`config.mk`:
```
export PLATFORM = sky130hd
export DESIGN_NAME = instr_fetch_unit
export DESIGN_NICKNAME = d
export VERILOG_FILES = /design/src/rtl/instr_fetch_unit.sv
export SDC_FILE = /design/constraint.sdc
export NUM_CORES = 1
export LEC_CHECK = 0
export CAP_MARGIN = 15
export CORE_ASPECT_RATIO = 0.8
export CORE_MARGIN = 2
export CORE_UTILIZATION = 45
export DETAILED_ROUTE_END_ITERATION = 6
export PLACE_DENSITY = 0.71
export SETUP_SLACK_MARGIN = 0.2
export SLEW_MARGIN = 0
export SYNTH_ARGS = -nofsm -noshare
export SYNTH_HDL_FRONTEND = slang
export SYNTH_SLANG_ARGS = --single-unit
```
`constraint.sdc`:
```
create_clock -name clk -period 3.91 [get_ports clk]
set_clock_uncertainty 0.05 [all_clocks]
set_input_delay 1.173 -clock clk [delete_from_list [all_inputs] [get_ports clk]]
set_output_delay 1.173 -clock clk [all_outputs]
set_load 0.03 [all_outputs]
```
`src/rtl/instr_fetch_unit.sv`:
```
`default_nettype none
// ============================================================================
// Module   : instr_fetch_unit
// Purpose  : Instruction fetch stage of the 32-bit MIPS core. Owns the fetch
//            PC, issues word reads to instruction memory over a req/ack
//            handshake, buffers returned instructions together with their PC
//            in a small FIFO and presents them to decode over valid/ready.
//            A redirect from execute flushes the FIFO and restarts fetching
//            at the new target; an in-flight read is allowed to finish but
//            its data is thrown away.
// Ports    :
//   clk            in   clock, all state on rising edge
//   rst_n          in   asynchronous, active-low reset
//   redirect_valid in   one-cycle pulse: taken branch/jump
//   redirect_pc    in   redirect target (bits [1:0] ignored)
//   imem_req       out  read request (registered)
//   imem_addr      out  read address (registered, stable while imem_req)
//   imem_ack       in   read complete, imem_rdata valid this cycle
//   imem_rdata     in   instruction word
//   inst_valid     out  FIFO non-empty
//   inst_ready     in   decode accepts head entry
//   inst_data      out  head instruction
//   inst_pc        out  PC of head instruction
// Revision : 1.0 - initial release
// ============================================================================
module instr_fetch_unit #(
  parameter int                ADDR_W     = 32,
  parameter int                DATA_W     = 32,
  parameter int                FIFO_DEPTH = 2,
  parameter logic [ADDR_W-1:0] RESET_PC   = 32'h0000_0000
) (
  input  logic              clk,
  input  logic              rst_n,
  input  logic              redirect_valid,
  input  logic [ADDR_W-1:0] redirect_pc,
  output logic              imem_req,
  output logic [ADDR_W-1:0] imem_addr,
  input  logic              imem_ack,
  input  logic [DATA_W-1:0] imem_rdata,
  output logic              inst_valid,
  input  logic              inst_ready,
  output logic [DATA_W-1:0] inst_data,
  output logic [ADDR_W-1:0] inst_pc
);

  // --------------------------------------------------------------------------
  // Constants
  // --------------------------------------------------------------------------
  localparam int c_ptr_w = $clog2(FIFO_DEPTH);
  localparam int c_cnt_w = $clog2(FIFO_DEPTH + 1);

  localparam logic [c_cnt_w-1:0] c_depth      = c_cnt_w'(FIFO_DEPTH);
  localparam logic [c_cnt_w-1:0] c_cnt_one    = c_cnt_w'(1);
  localparam logic [c_ptr_w-1:0] c_ptr_one    = c_ptr_w'(1);
  localparam logic [ADDR_W-1:0]  c_word_bytes = ADDR_W'(4);
  localparam logic [ADDR_W-1:0]  c_align_mask = {{(ADDR_W-2){1'b1}}, 2'b00};

  // IDLE: no request outstanding
  // REQ : request outstanding, its data will be pushed
  // DROP: request outstanding, its data belongs to a redirected-away path
  typedef enum logic [1:0] {
    IDLE = 2'd0,
    REQ  = 2'd1,
    DROP = 2'd2
  } state_e;

  // --------------------------------------------------------------------------
  // State
  // --------------------------------------------------------------------------
  state_e              state_q,     state_d;
  logic [ADDR_W-1:0]   fetch_pc_q,  fetch_pc_d;
  logic                imem_req_q,  imem_req_d;
  logic [ADDR_W-1:0]   imem_addr_q, imem_addr_d;

  logic [c_cnt_w-1:0]  count_q,     count_d;
  logic [c_ptr_w-1:0]  rd_ptr_q,    rd_ptr_d;
  logic [c_ptr_w-1:0]  wr_ptr_q,    wr_ptr_d;
  logic [DATA_W-1:0]   data_mem_q [FIFO_DEPTH];
  logic [DATA_W-1:0]   data_mem_d [FIFO_DEPTH];
  logic [ADDR_W-1:0]   pc_mem_q   [FIFO_DEPTH];
  logic [ADDR_W-1:0]   pc_mem_d   [FIFO_DEPTH];

  // --------------------------------------------------------------------------
  // Handshake decode
  // --------------------------------------------------------------------------
  logic              w_complete;
  logic              w_push;
  logic              w_pop;
  logic              w_credit;
  logic [ADDR_W-1:0] w_redirect_target;

  assign w_complete        = imem_req_q && imem_ack;
  assign w_redirect_target = redirect_pc & c_align_mask;

  // A redirect cancels both sides of the FIFO in the same cycle: the
  // returning word is from the old path and the head is about to be flushed.
  assign w_push = (state_q == REQ) && w_complete && !redirect_valid;
  assign w_pop  = (count_q != '0) && inst_ready && !redirect_valid;

  // Credit is judged on the occupancy after this cycle's push/pop; since only
  // one request is ever outstanding, this guarantees room for its data.
  assign w_credit = (count_d < c_depth);

  // --------------------------------------------------------------------------
  // FIFO next-state
  // --------------------------------------------------------------------------
  always_comb begin
    count_d    = count_q;
    rd_ptr_d   = rd_ptr_q;
    wr_ptr_d   = wr_ptr_q;
    data_mem_d = data_mem_q;
    pc_mem_d   = pc_mem_q;

    if (redirect_valid) begin
      count_d  = '0;
      rd_ptr_d = '0;
      wr_ptr_d = '0;
    end else begin
      if (w_push) begin
        data_mem_d[wr_ptr_q] = imem_rdata;
        pc_mem_d[wr_ptr_q]   = imem_addr_q;
        wr_ptr_d             = wr_ptr_q + c_ptr_one;
      end
      if (w_pop) begin
        rd_ptr_d = rd_ptr_q + c_ptr_one;
      end
      case ({w_push, w_pop})
        2'b10:   count_d = count_q + c_cnt_one;
        2'b01:   count_d = count_q - c_cnt_one;
        default: count_d = count_q;
      endcase
    end
  end

  // --------------------------------------------------------------------------
  // Fetch FSM next-state
  // --------------------------------------------------------------------------
  always_comb begin
    state_d     = state_q;
    fetch_pc_d  = fetch_pc_q;
    imem_req_d  = imem_req_q;
    imem_addr_d = imem_addr_q;

    case (state_q)
      IDLE: begin
        if (redirect_valid) begin
          fetch_pc_d = w_redirect_target;
        end else if (w_credit) begin
          imem_req_d  = 1'b1;
          imem_addr_d = fetch_pc_q;
          fetch_pc_d  = fetch_pc_q + c_word_bytes;
          state_d     = REQ;
        end
      end

      REQ: begin
        if (redirect_valid) begin
          fetch_pc_d = w_redirect_target;
          if (w_complete) begin
            imem_req_d = 1'b0;
            state_d    = IDLE;
          end else begin
            // Request cannot be withdrawn; keep req/addr and discard later.
            state_d = DROP;
          end
        end else if (w_complete) begin
          if (w_credit) begin
            imem_addr_d = fetch_pc_q;
            fetch_pc_d  = fetch_pc_q + c_word_bytes;
          end else begin
            imem_req_d = 1'b0;
            state_d    = IDLE;
          end
        end
      end

      DROP: begin
        if (redirect_valid) begin
          fetch_pc_d = w_redirect_target;
        end
        // The stale request finishing frees the bus; fetching resumes from
        // fetch_pc (already holding the newest target) via IDLE.
        if (w_complete) begin
          imem_req_d = 1'b0;
          state_d    = IDLE;
        end
      end

      default: begin
        imem_req_d = 1'b0;
        state_d    = IDLE;
      end
    endcase
  end

  // --------------------------------------------------------------------------
  // Registers
  // --------------------------------------------------------------------------
  always_ff @(posedge clk or negedge rst_n) begin
    if (!rst_n) begin
      state_q     <= IDLE;
      fetch_pc_q  <= RESET_PC;
      imem_req_q  <= 1'b0;
      imem_addr_q <= RESET_PC;
      count_q     <= '0;
      rd_ptr_q    <= '0;
      wr_ptr_q    <= '0;
    end else begin
      state_q     <= state_d;
      fetch_pc_q  <= fetch_pc_d;
      imem_req_q  <= imem_req_d;
      imem_addr_q <= imem_addr_d;
      count_q     <= count_d;
      rd_ptr_q    <= rd_ptr_d;
      wr_ptr_q    <= wr_ptr_d;
    end
  end

  // Storage is reset so that inst_data/inst_pc read as zero out of reset.
  always_ff @(posedge clk or negedge rst_n) begin
    if (!rst_n) begin
      for (int i = 0; i < FIFO_DEPTH; i++) begin
        data_mem_q[i] <= '0;
        pc_mem_q[i]   <= '0;
      end
    end else begin
      for (int i = 0; i < FIFO_DEPTH; i++) begin
        data_mem_q[i] <= data_mem_d[i];
        pc_mem_q[i]   <= pc_mem_d[i];
      end
    end
  end

  // --------------------------------------------------------------------------
  // Outputs
  // --------------------------------------------------------------------------
  assign imem_req   = imem_req_q;
  assign imem_addr  = imem_addr_q;
  assign inst_valid = (count_q != '0);
  assign inst_data  = data_mem_q[rd_ptr_q];
  assign inst_pc    = pc_mem_q[rd_ptr_q];

endmodule
`default_nettype wire

```
==> metrics.cfg <==
[floorplanning]
num_io_pins=167
die_x_um=160.8
start_util_pct=46.25
rows=45
die_y_um=129.5
die_area_um2=20820
core_area_um2=19140

[global_routing]
grt_pass1_vias=6508
grt_usage_pct=20.71
grt_pass1_wl_um=33920
grt-ovfl-total=0
grt_max_degree=73
antenna_found_initial=0

[clock_tree]
cts_sinks=191
clk_pin_slew_ps=70
cts_buffers=17
h-tree-depth=4
clkLatencyLatePin_ps=440
ctsResizeCount=0
post_cts_buffers=0
ctsHoldBuffers=0
clk_path_buf_depth=2
root_buffer=clkbuf_16
tritoncts=done

[synthesis]
synth-compound-area-share_pct=8.365
ys.warnings.count=0
yosys.area.top_type=dfrtp_1
netlist_instances=686
synthTopCellsByArea=dfrtp_1 54%, mux2_2 24%, mux2_1 3.1%
yosys.area_share.simple_pct=6.415
synthAdderAreaFrac_pct=0.4239
synth.yosys.seq_area_share_pct=53.98
synth_top_family_by_area=multiplexers
synth_edf_count=0
async_reset_ff_share_pct=100.0
yosys.area_share.xor_xnor_pct=0.1978
post-synth-top-area-fraction_pct=53.98
ys_ff_latch=191
dominantRegCellSynth=dfrtp_1
synth_mux_area_share_pct=27.58
synth.distinct_cells=53
avgSynthCellArea_um2=12.91
netlist_area_um2=8855

[critical_path]
cp.arrival_ps=3820
startpoint=imem_ack
worstPathRequired_ps=4220
crit_path_start_kind=input pin
slowest_delay_ps=540
r2r-start=state_q[0]
crit_path_cell_trace=clkdlybuf4s50_1, nand3_1, or3_1, ha_1, xnor2_1, or4_1, and3_1, buf_4, a21oi_1, a2bb2oi_1
crit_type=input pin to flop
cpMaxStageDelayCell=or4_1
critPathCaptureType=flop
cp_max_fo=11

[timing]
whs_ps=434.8
drv_slew=0
grt_setup_unrepaired=false
fmax_mhz=284.5
setup_viol=0
worstMarginPinSlew_ps=583.0
final.setup.worst_slack_ps=395.0
post-route-min-period_ps=3515
fin_crit_sh_pct=89.90
finalHoldViolCount=0
fin_setup_tns_ps=0
slew_headroom_pct=61.13

[detailed_routing]
wl_per_cell_um=18.58
remaining_drc_errors=0
firstDrtPassIters=5
viasPerCell=5.552
drt_iter0_drc=459
routed-via-count=6174
routed_wl_um=20660
ant_nets=0

[final_layout]
fin_cells=1112
regArea_um2=4781
syn2layout_area_growth_pct=29.31
n_fill_cell=1484
final_cell_mix=192 x mux2_2, 190 x dfrtp_1, 159 x clkdlybuf4s50_1
fin_util_pct=59.81
final_common_cell=mux2_2
final_layout_size_suffix_gt1_share_pct=31.62
finish.instance_area_um2=11450
multi_input_area_um2=3847
nNetsFinal=913
diodes=0

[hold_path]
min_path_type=flop to flop
hold_start=pc_mem_q[48]

[power]
leakage_nw=4.828
cellPowerDensity_nw_per_um2=778.5
p_total_mw=8.914
ir_drop_v=0.0004863

[placement]
place_area_um2=10810
dp_hpwl_um=14190
dp.cells=1080
gp_congestion=0.8373
port_buffers=160
place_ws_ps=-53.24

[outcome]
outcome=finished clean

[flow_run]
max_cap_viol_count=0

## cell type report
type | count | area share [%]
flip-flops and latches | 191 | 41.76
multi-input cells | 445 | 33.60
repair buffers | 181 | 16.05
clock buffers | 20 | 3.814
well taps | 258 | 2.819
clock inverters | 12 | 1.792
inverters | 5 | 0.1639
## sequential cells by signal (all words and copies together) (netlist names)
name        count
data_mem_q     64
pc_mem_q       60
fetch_pc_q     30
imem_addr      30
count_q         2
state_q         2
imem_req        1
rd_ptr_q        1
wr_ptr_q        1
## synth_stat cells (all sizes together) (8+ instances only)
library cell,number
nand4,9
mux2,216
o22ai,15
and3,9
nand2,33
nor3,8
clkbuf,14
nor2,26
nand3,17
a2bb2oi,13
dfrtp,191
buf,34
a21oi,36
o21ai,14
## metal layers
metal | global-route usage, % | wire length [µm]
met5 | 0 | 0
met4 | 7.248 | 433
met3 | 3.809 | 863
met2 | 34.99 | 10330
met1 | 27.25 | 9038
## cell families (layout without fill, tap and decap cells)
logic type                 count (synthesis)  count (layout)
xor gates and xnor gates                   2               2
buffers and inverters                     53             218
other                                      1               4
adders and majority gates                  3               3
muxes                                    217             217
AOI/OAI and AO/OA                        101             101
DFF                                      191             191
and+or+nand+nor                          118             118
## final timing paths
check,end,slack (ps),depth (start not counted)
worst max-delay path,fetch_pc_q[9],390,10
min in group asynchronous,pc_mem_q[15],700,1
worst min register to register,pc_mem_q[48],430,1
max in group asynchronous,data_mem_q[55],2300,2
worst min-delay path,pc_mem_q[48],430,1
worst max register to register,fetch_pc_q[9],1060,9
## worst max-delay path: cells and delay by family
kind,cells,cell delay (ps)
AOI/OAI and AO/OA,2,330
xor gates and xnor gates,1,150
and+or+nand+nor,4,1270
adders and majority gates,1,230
buffers and inverters,2,670
## report_power, final
part           total, mW  internal, mW  switching, mW
clock network       1.90          1.14          0.757
registers           3.37          2.78          0.593
logic               3.65          1.81           1.83
total               8.91          5.73           3.18
Power figures use the tool's default switching activity.
